==> src/rtl/ps2_host_tx.sv <==
// PS/2 host-to-device transmitter: inhibits the bus, issues request-to-send,
// shifts one byte plus odd parity out on device clock falls and checks the ack.
module ps2_host_tx #(
    parameter int INHIBIT_CYCLES = 5000,
    parameter int TIMEOUT_CYCLES = 750_000,
    parameter int CNT_SIZE       = 20
) (
    input  logic       clk,
    input  logic       rst_b,
    input  logic       ps2_clk_in,
    input  logic       ps2_data_in,
    output logic       ps2_clk_oe,
    output logic       ps2_data_oe,
    input  logic [7:0] tx_data,
    input  logic       tx_start,
    output logic       busy,
    output logic       done,
    output logic       ack_err,
    output logic       timeout_err
);

    typedef enum logic [2:0] {
        S_IDLE,
        S_INHIBIT,
        S_DATA,
        S_ACK,
        S_WAIT_IDLE
    } state_t;

    localparam logic [CNT_SIZE-1:0] INH_TC  = CNT_SIZE'(INHIBIT_CYCLES - 1);
    localparam logic [CNT_SIZE-1:0] TMO_TC  = CNT_SIZE'(TIMEOUT_CYCLES - 1);
    localparam logic [CNT_SIZE-1:0] CNT_ONE = CNT_SIZE'(1);

    state_t              r_state;
    state_t              w_state_nxt;
    logic [1:0]          r_clk_sync;
    logic [1:0]          r_data_sync;
    logic                r_clk_prev;
    logic [CNT_SIZE-1:0] r_cnt;
    logic [CNT_SIZE-1:0] w_cnt_nxt;
    logic [3:0]          r_bitcnt;
    logic [3:0]          w_bitcnt_nxt;
    logic [9:0]          r_shift;
    logic [9:0]          w_shift_nxt;
    logic                r_data_oe;
    logic                w_data_oe_nxt;
    logic                r_ack_err;
    logic                w_ack_err_nxt;
    logic                w_clk_s;
    logic                w_data_s;
    logic                w_fall;
    logic                w_tmo;

    // Synchronisers reset to the idle-high bus level so reset never fakes a fall.
    always_ff @(posedge clk or negedge rst_b) begin
        if (!rst_b) begin
            r_clk_sync  <= 2'b11;
            r_data_sync <= 2'b11;
            r_clk_prev  <= 1'b1;
        end else begin
            r_clk_sync  <= {r_clk_sync[0], ps2_clk_in};
            r_data_sync <= {r_data_sync[0], ps2_data_in};
            r_clk_prev  <= r_clk_sync[1];
        end
    end

    assign w_clk_s  = r_clk_sync[1];
    assign w_data_s = r_data_sync[1];
    assign w_fall   = r_clk_prev & ~w_clk_s;
    assign ack_err  = r_ack_err;

    // NOTE: sequential state uses non-blocking assignments so every register
    // samples the values from before this edge, independent of statement order.
    always_ff @(posedge clk or negedge rst_b) begin
        if (!rst_b) begin
            r_state   <= S_IDLE;
            r_cnt     <= '0;
            r_bitcnt  <= '0;
            r_shift   <= '0;
            r_data_oe <= 1'b0;
            r_ack_err <= 1'b0;
        end else begin
            r_state   <= w_state_nxt;
            r_cnt     <= w_cnt_nxt;
            r_bitcnt  <= w_bitcnt_nxt;
            r_shift   <= w_shift_nxt;
            r_data_oe <= w_data_oe_nxt;
            r_ack_err <= w_ack_err_nxt;
        end
    end

    // OEs are decoded from state, so an async reset releases both pads at once.
    always_comb begin
        // NOTE: every output of this block gets a default first, so no path
        // through the case can leave a value unassigned and infer a latch.
        w_state_nxt   = r_state;
        w_cnt_nxt     = r_cnt;
        w_bitcnt_nxt  = r_bitcnt;
        w_shift_nxt   = r_shift;
        w_data_oe_nxt = r_data_oe;
        w_ack_err_nxt = r_ack_err;
        ps2_clk_oe    = 1'b0;
        ps2_data_oe   = 1'b0;
        busy          = 1'b1;
        done          = 1'b0;
        timeout_err   = 1'b0;
        w_tmo         = 1'b0;

        case (r_state)
            S_IDLE: begin
                busy          = 1'b0;
                w_data_oe_nxt = 1'b0;
                if (tx_start) begin
                    w_shift_nxt   = {1'b1, ~^tx_data, tx_data};
                    w_cnt_nxt     = '0;
                    w_bitcnt_nxt  = '0;
                    w_ack_err_nxt = 1'b0;
                    w_state_nxt   = S_INHIBIT;
                end
            end

            S_INHIBIT: begin
                ps2_clk_oe = 1'b1;
                if (r_cnt == INH_TC) begin
                    // Start bit goes low while the clock is still held.
                    ps2_data_oe   = 1'b1;
                    w_data_oe_nxt = 1'b1;
                    w_cnt_nxt     = '0;
                    w_bitcnt_nxt  = '0;
                    w_state_nxt   = S_DATA;
                end else begin
                    w_cnt_nxt = r_cnt + CNT_ONE;
                end
            end

            S_DATA: begin
                ps2_data_oe = r_data_oe;
                w_cnt_nxt   = r_cnt + CNT_ONE;
                if (w_fall) begin
                    w_data_oe_nxt = ~r_shift[r_bitcnt];
                    w_bitcnt_nxt  = r_bitcnt + 4'd1;
                    if (r_bitcnt == 4'd9) begin
                        w_state_nxt = S_ACK;
                    end
                end
            end

            S_ACK: begin
                w_cnt_nxt = r_cnt + CNT_ONE;
                if (w_fall) begin
                    w_ack_err_nxt = w_data_s;
                    w_state_nxt   = S_WAIT_IDLE;
                end
            end

            S_WAIT_IDLE: begin
                w_cnt_nxt = r_cnt + CNT_ONE;
                if (w_clk_s && w_data_s) begin
                    done        = 1'b1;
                    w_state_nxt = S_IDLE;
                end
            end

            default: begin
                w_state_nxt = S_IDLE;
            end
        endcase

        // The timeout overrides whatever the device did on the same cycle.
        if ((r_state == S_DATA || r_state == S_ACK || r_state == S_WAIT_IDLE) &&
            (r_cnt == TMO_TC)) begin
            w_tmo = 1'b1;
        end
        if (w_tmo) begin
            ps2_data_oe   = 1'b0;
            done          = 1'b0;
            timeout_err   = 1'b1;
            w_data_oe_nxt = 1'b0;
            w_ack_err_nxt = r_ack_err;
            w_state_nxt   = S_IDLE;
        end
    end

endmodule

==> config.mk <==
export PLATFORM = sky130hd
export DESIGN_NAME = ps2_host_tx
export DESIGN_NICKNAME = d
export VERILOG_FILES = /design/src/rtl/ps2_host_tx.sv
export SDC_FILE = /design/constraint.sdc
export NUM_CORES = 1
export LEC_CHECK = 0
export ABC_AREA = 1
export CAP_MARGIN = 10
export CORE_MARGIN = 4
export CORE_UTILIZATION = 25
export CTS_CLUSTER_DIAMETER = 100
export DETAILED_ROUTE_END_ITERATION = 12
export HOLD_SLACK_MARGIN = 0.08
export PLACE_DENSITY = 0.47
export RECOVER_POWER = 50
export SYNTH_ARGS = -nofsm -noshare
export SYNTH_HDL_FRONTEND = slang
export SYNTH_SLANG_ARGS = --single-unit
==> constraint.sdc <==
create_clock -name clk -period 2.52 [get_ports clk]
set_clock_uncertainty 0.2 [all_clocks]
set_input_delay 0.504 -clock clk [delete_from_list [all_inputs] [get_ports clk]]
set_output_delay 0.504 -clock clk [all_outputs]
set_load 0.02 [all_outputs]
==> flow_summary.toml, run 1 <==
[setup_path]
crit_buf_inv = 2
worst_path_max_delay_cell = "dfrtp_1"
crit_type = "flop to output port"
arrival_ps = 1730
critPathCaptureType = "output port"
crit_chain = "inv_1 -> nand2_1 -> nor2_2 -> nand4_1 -> nor2_4 -> dlygate4sd2_1"
start_kind = "flop"
critPathMaxFanout = 4
crit_path_max_incr_delay_ps = 380
critPathTopFamily = "simple AND/OR/NAND/NOR gates"
cp_data_required_time_ps = 1820

[synth]
syn-num-nets = 402
synth.area.top_cells = "dfrtp_1 36%, nand2_1 13%, nor2_1 7.4%"
synth_flop_cell = "dfrtp_1"
yosysWarnings = 0
seq_area_frac_synth_pct = 40.3
yosys-top-cells-count = "98 x nand2_1, 54 x nor2_1, 52 x inv_1"
yosysMostFrequentCell = "nand2_1"
synth-edff-count = 0
synth-async-reset-ratio_pct = 100
netlist_area_mm2 = 0.00275
synth_top_cell_by_area = "dfrtp_1"
synth_cell_types = 27
synth_cells = 386
avgSynthCellArea_um2 = 7.11
netlist.area_leader.share_pct = 35.6
synth_seq_cells = 44

[clocking]
cts_buffers = 5
clock_latency_ps = 300
clk_pin_slew_ps = 90
ctsHoldBuffers = 0
cts_tree = "built"
cts.sinks = 44
htreeDepth = 2
cts_root_buffer = "clkbuf_8"
clockBufferDepth = 2

[route]
final_antenna_net_count = 0
drc = 0
vias = 2471
drt_iter0_drc = 185
routed_via_density = 4.38
routedWlPerCell_um = 11.9
drt_wl_total_mm = 6.72
first_pass_iters = 5

[timing]
finalHoldViolCount = 0
slew_viol_final = 0
max_freq_mhz = 410
min_period_ps = 2440
setup_slack_ps = 81.7
finalSetupTns_ps = 0
rsz0062_at_grt = "yes"
relSlewSlack_pct = 26.8
finalCritPeriodShare_pct = 96.8
worstMarginPinSlew_ps = 1100
finalSetupViolCount = 0

[cells_and_area]
final_nets = 443
diodes = 0
area_growth_pct = 21.7
drive_above_1_share_pct = 13.8

[global_route]
grt_start_max_net_pins = 45
grt_pass1_wl_mm = 11.6
grt_pass1_vias = 2499
overflow = 0
grt_usage_pct = 11.1
met2_usage_pct = 18.6
grtUsageMet1_pct = 14.7
busiest_layer = "met2"
antenna_found_initial = 0
met3_usage_pct = 2.09

[outcome]
status = "finished clean"

[worst_hold_path]
min_path_type = "flop to flop"

[floorplanning]
start_util_pct = 26.1
io_pins = 19
dieArea_mm2 = 0.0127
die_x_um = 113
core_mm2 = 0.0105
dieHeight_um = 113
num_rows = 37

[power]
p_int_mw = 1.61
combPwrFrac_pct = 43.8
p_clk_share_pct = 21.1
p_sw_mw = 1.13
ir_worst_vdd_mv = 0.349
switching_share_pct = 41.2
p_seq_share_pct = 35.1
p_leak_nw = 1.56
cellPowerDensity_mw_per_mm2 = 822

[place]
portBuffers = 18
place_ws_ps = 17.8
dp_hpwl_mm = 5.18
gp_congestion = 0.871

[flow_run]
max_cap_viol_count = 0
==> metrics by stage <==
step / cell area [um2] / power (mW) / instances / hold WS, ps / util (%)
final: 3340 / 2.75 / 564 / 159 / 31.8
after detailed placement: 3210 / 2.21 / 555 / 147 / 30.6
after global routing: 3340 / 3.00 / 564 / 169 / 31.8
after CTS: 3340 / 2.79 / 563 / 89.5 / 31.8
after floorplan: 2750 / 1.81 / 386 / 8.41 / -
after global placement: 3210 / 2.20 / 555 / 148 / 30.6
==> registers in the layout (all words and copies together) (netlist names) <==
register     flops
r_cnt           20
r_shift         10
r_bitcnt         4
r_state          3
r_clk_sync       2
r_data_sync      2
ack_err          1
r_clk_prev       1
r_data_oe        1
==> what timing repair did <==
item                                    4_1_cts  5_1_grt
pin swaps                                     1        3
hold endpoints to repair                      0        0
endpoints found under the setup margin        4        4
buffers inserted                              0        1
gates resized for setup                       7        7
==> area by class of cell <==
class,count,area [um2]
Fill cell,1124,7170
Multi-Input combinational cell,279,1390
Sequential cell,44,1110
Timing Repair Buffer,42,343
Inverter,55,206
Tap cell,136,170
Clock buffer,6,82.6
Clock inverter,2,38.8
==> path summary, 6_finish.rpt <==
kind                       depth (start not counted)  slack, ps             end      startpoint
max reg2reg                                       11        510       r_cnt[17]        r_cnt[1]
min reg2reg                                        0        160  r_data_sync[1]  r_data_sync[0]
max                                                6         80     timeout_err       r_cnt[11]
min in group asynchronous                          2        280      r_shift[1]           rst_b
max in group asynchronous                          2       1170       r_cnt[14]           rst_b
min                                                0        160  r_data_sync[1]  r_data_sync[0]
==> routing by layer <==
layer / up-vias / share of wire [%]
li1: 1301 / -
met1: 1139 / 49
met2: 27 / 48
met3: 4 / 2.4
met4: 0 / 0.82
met5: - / 0
==> logic make-up after synthesis <==
group,count (synthesis),synth area share (%)
xor gates and xnor gates,20,6.38
adders and majority gates,3,1.37
DFF,44,40.3
buffers and inverters,63,9.30
AOI/OAI and AO/OA,34,6.70
and+or+nand+nor,222,35.9
==> placed cells by master (no fill, tap or decap), types with 4 or more instances in the layout <==
cell type,instances
nand4_1,7
nand3_1,36
xor2_1,14
dfstp_2,4
o21ai_0,23
dfrtp_1,39
clkbuf_8,6
nor2_1,52
clkdlybuf4s50_1,10
buf_4,23
nor2_2,4
o211ai_1,4
nand2_2,4
xnor2_1,6
nand2_1,98
nor2_4,5
inv_1,52
nor3_1,9
==> power groups by stage <==
stage / clock, mW / combinational, mW / sequential [mW]
after floorplan: 0 / 0.854 / 0.956
after global placement: 0 / 1.22 / 0.980
after detailed placement: 0 / 1.23 / 0.978
after CTS: 0.606 / 1.22 / 0.964
after global routing: 0.635 / 1.38 / 0.990
final: 0.578 / 1.20 / 0.966
(Power assumes the default switching activity.)
==> run 2: changes to the inputs <==
--- a/config.mk
+++ b/config.mk
@@ -14,6 +14,7 @@
 export HOLD_SLACK_MARGIN = 0.08
 export PLACE_DENSITY = 0.47
 export RECOVER_POWER = 50
+export SKIP_LAST_GASP = 1
 export SYNTH_ARGS = -nofsm -noshare
 export SYNTH_HDL_FRONTEND = slang
 export SYNTH_SLANG_ARGS = --single-unit
==> results of run 2 <==
No change in the layout: final DEF, timing and power equal those of run 1.
Main changes from that run: number of gates resized after CTS 7 -> 5
==> run 3: changes to the inputs <==
--- a/config.mk
+++ b/config.mk
@@ -9,6 +9,7 @@
 export CAP_MARGIN = 10
 export CORE_MARGIN = 4
 export CORE_UTILIZATION = 25
+export CTS_BUF_LIST = sky130_fd_sc_hd__clkbuf_4
 export CTS_CLUSTER_DIAMETER = 100
 export DETAILED_ROUTE_END_ITERATION = 12
 export HOLD_SLACK_MARGIN = 0.08
==> flow_summary.toml, run 3 (synthesis gave the netlist of run 1 again) <==
[floorplanning]
dieArea_mm2 = 0.0127
die_x_um = 113
io_pins = 19
num_rows = 37
start_util_pct = 26.1
core_mm2 = 0.0105
dieHeight_um = 113

[power]
p_leak_nw = 1.54
p_int_mw = 1.50
ir_worst_vdd_mv = 0.333
p_clk_share_pct = 17.0
cellPowerDensity_mw_per_mm2 = 784
p_sw_mw = 1.11
switching_share_pct = 42.7
p_seq_share_pct = 37.0
combPwrFrac_pct = 46.0

[timing]
finalSetupTns_ps = 0
setup_slack_ps = 75.3
slew_viol_final = 0
rsz0062_at_grt = "yes"
relSlewSlack_pct = 26.9
finalSetupViolCount = 0
max_freq_mhz = 409
min_period_ps = 2440
finalHoldViolCount = 0
finalCritPeriodShare_pct = 97.0
worstMarginPinSlew_ps = 1100

[setup_path]
r2r-start = "r_cnt[1]"
timing.rr.end = "r_cnt[17]"
critPathCaptureType = "output port"
cp.depth = 10
crit_path_max_incr_delay_ps = 380
crit_buf_inv = 2
critPathTopFamily = "simple AND/OR/NAND/NOR gates"
r2r_slack_ps = 490
crit_type = "flop to output port"
cp_data_required_time_ps = 1820
worst_path_max_delay_cell = "dfrtp_1"
critPathMaxFanout = 2
crit_chain = "ha_1 -> nand2_1 -> inv_1 -> nand2_1 -> nor2_1 -> nand3_2 -> nor2_1 -> a21oi_1 -> nor2_1 -> buf_4"
rr_worst_depth = 11
critical_path.most_common_cell = "nor2_1"
start_kind = "flop"
arrival_ps = 1740

[route]
drt_iter0_drc = 204
first_pass_iters = 5
vias = 2496
final_antenna_net_count = 0
routedWlPerCell_um = 11.8
routed_via_density = 4.41
drc = 0
drt_wl_total_mm = 6.70

[cells_and_area]
top_register = "r_cnt"
layout_commonest_cell = "nand2_1"
largest_reg_flops = 20
final_nets = 445
stdcell_count = 566
area_growth_pct = 21.4
most-common-layout-cells = "97 x nand2_1, 52 x inv_1, 51 x nor2_1"
diodes = 0
drive_above_1_share_pct = 14.7
fill_cells = 1124
top_regs = "r_cnt: 20 flops, r_shift: 10 flops, r_bitcnt: 4 flops"

[clocking]
cts_tree = "built"
htreeDepth = 2
cts.sinks = 44
cts_root_buffer = "clkbuf_4"
cts_buffers = 5
clockBufferDepth = 2
clock_latency_ps = 350
clk_pin_slew_ps = 130

[global_route]
antenna_found_initial = 0
grt_pass1_vias = 2515
grt_pass1_wl_mm = 11.7
grt_usage_pct = 11.1
overflow = 0
grt_start_max_net_pins = 45

[place]
dp_hpwl_mm = 5.18
gp_congestion = 0.871
placed_cells = 555
place_ws_ps = 17.8
portBuffers = 18

[outcome]
status = "finished clean"

[worst_hold_path]
hold_start = "r_data_sync[0]"
hold_end = "r_data_sync[1]"
min_path_type = "flop to flop"
hold_depth = 0

[flow_run]
max_cap_viol_count = 0
## run 3: how the worst max path moves through the flow
stage | startpoint | to | slack, ps
detailed placement | r_cnt[1] | ps2_data_oe | 20
global placement | r_cnt[0] | ps2_data_oe | 70
CTS | r_cnt[1] | ps2_data_oe | -140
floorplan | r_cnt[0] | done | 310
finish | r_cnt[1] | ps2_data_oe | 80
global route | r_cnt[0] | ps2_data_oe | -110
## run 3: timing repair
| action | CTS | global route |
|---|---|---|
| hold endpoints to repair | 39 | 0 |
| buffers inserted | 0 | 2 |
| hold buffers | 1 | 0 |
| gates resized for setup | 8 | 13 |
| pin swaps | 1 | 3 |
| setup endpoints to repair | 5 | 4 |
## run 3: through the flow
step	instance area, um2	util [%]	hold slack, ps	total power [mW]
after floorplan	2750	-	8.41	1.81
after CTS	3310	31.5	166	2.66
after global placement	3210	30.6	148	2.20
after detailed placement	3210	30.6	147	2.21
final	3330	31.7	164	2.61
after global routing	3330	31.7	175	2.88
## run 3: layer usage
layer / up-vias / share of wire (%) / GRT usage (%) / wire (um)
met5: - / 0 / 0 / 0
met4: 0 / 0.28 / 2.24 / 19
met3: 2 / 2.7 / 2.41 / 184
met2: 40 / 49 / 18.7 / 3260
met1: 1152 / 48 / 14.7 / 3240
li1: 1302 / - / - / -
## run 3: area by class of cell
| cell class | instances | area [um2] | area share (%) |
|---|---|---|---|
| flip-flops and latches | 44 | 1110 | 33.2 |
| clock buffers | 5 | 37.5 | 1.13 |
| multi-input cells | 279 | 1410 | 42.2 |
| well taps | 136 | 170 | 5.11 |
| inverters | 55 | 206 | 6.19 |
| repair buffers | 44 | 362 | 10.8 |
| clock inverters | 3 | 42.5 | 1.28 |
## run 3: worst register-to-register path: cells and delay by family, from the launching register on
kind	cells	cell delay [ps]
simple gates	7	810
flops	1	380
buf+inv	2	230
fa+ha+maj	1	170
compound gates	1	120
## run 3: power by group through the flow
| stage | Sequential, mW | Clock [mW] | Combinational [mW] |
|---|---|---|---|
| 6_report | 0.966 | 0.444 | 1.20 |
| 5_1_grt | 0.991 | 0.508 | 1.38 |
| 4_1_cts | 0.964 | 0.476 | 1.22 |
| 3_5_place_dp | 0.978 | 0 | 1.23 |
| 3_3_place_gp | 0.980 | 0 | 1.22 |
| 2_1_floorplan | 0.956 | 0 | 0.854 |
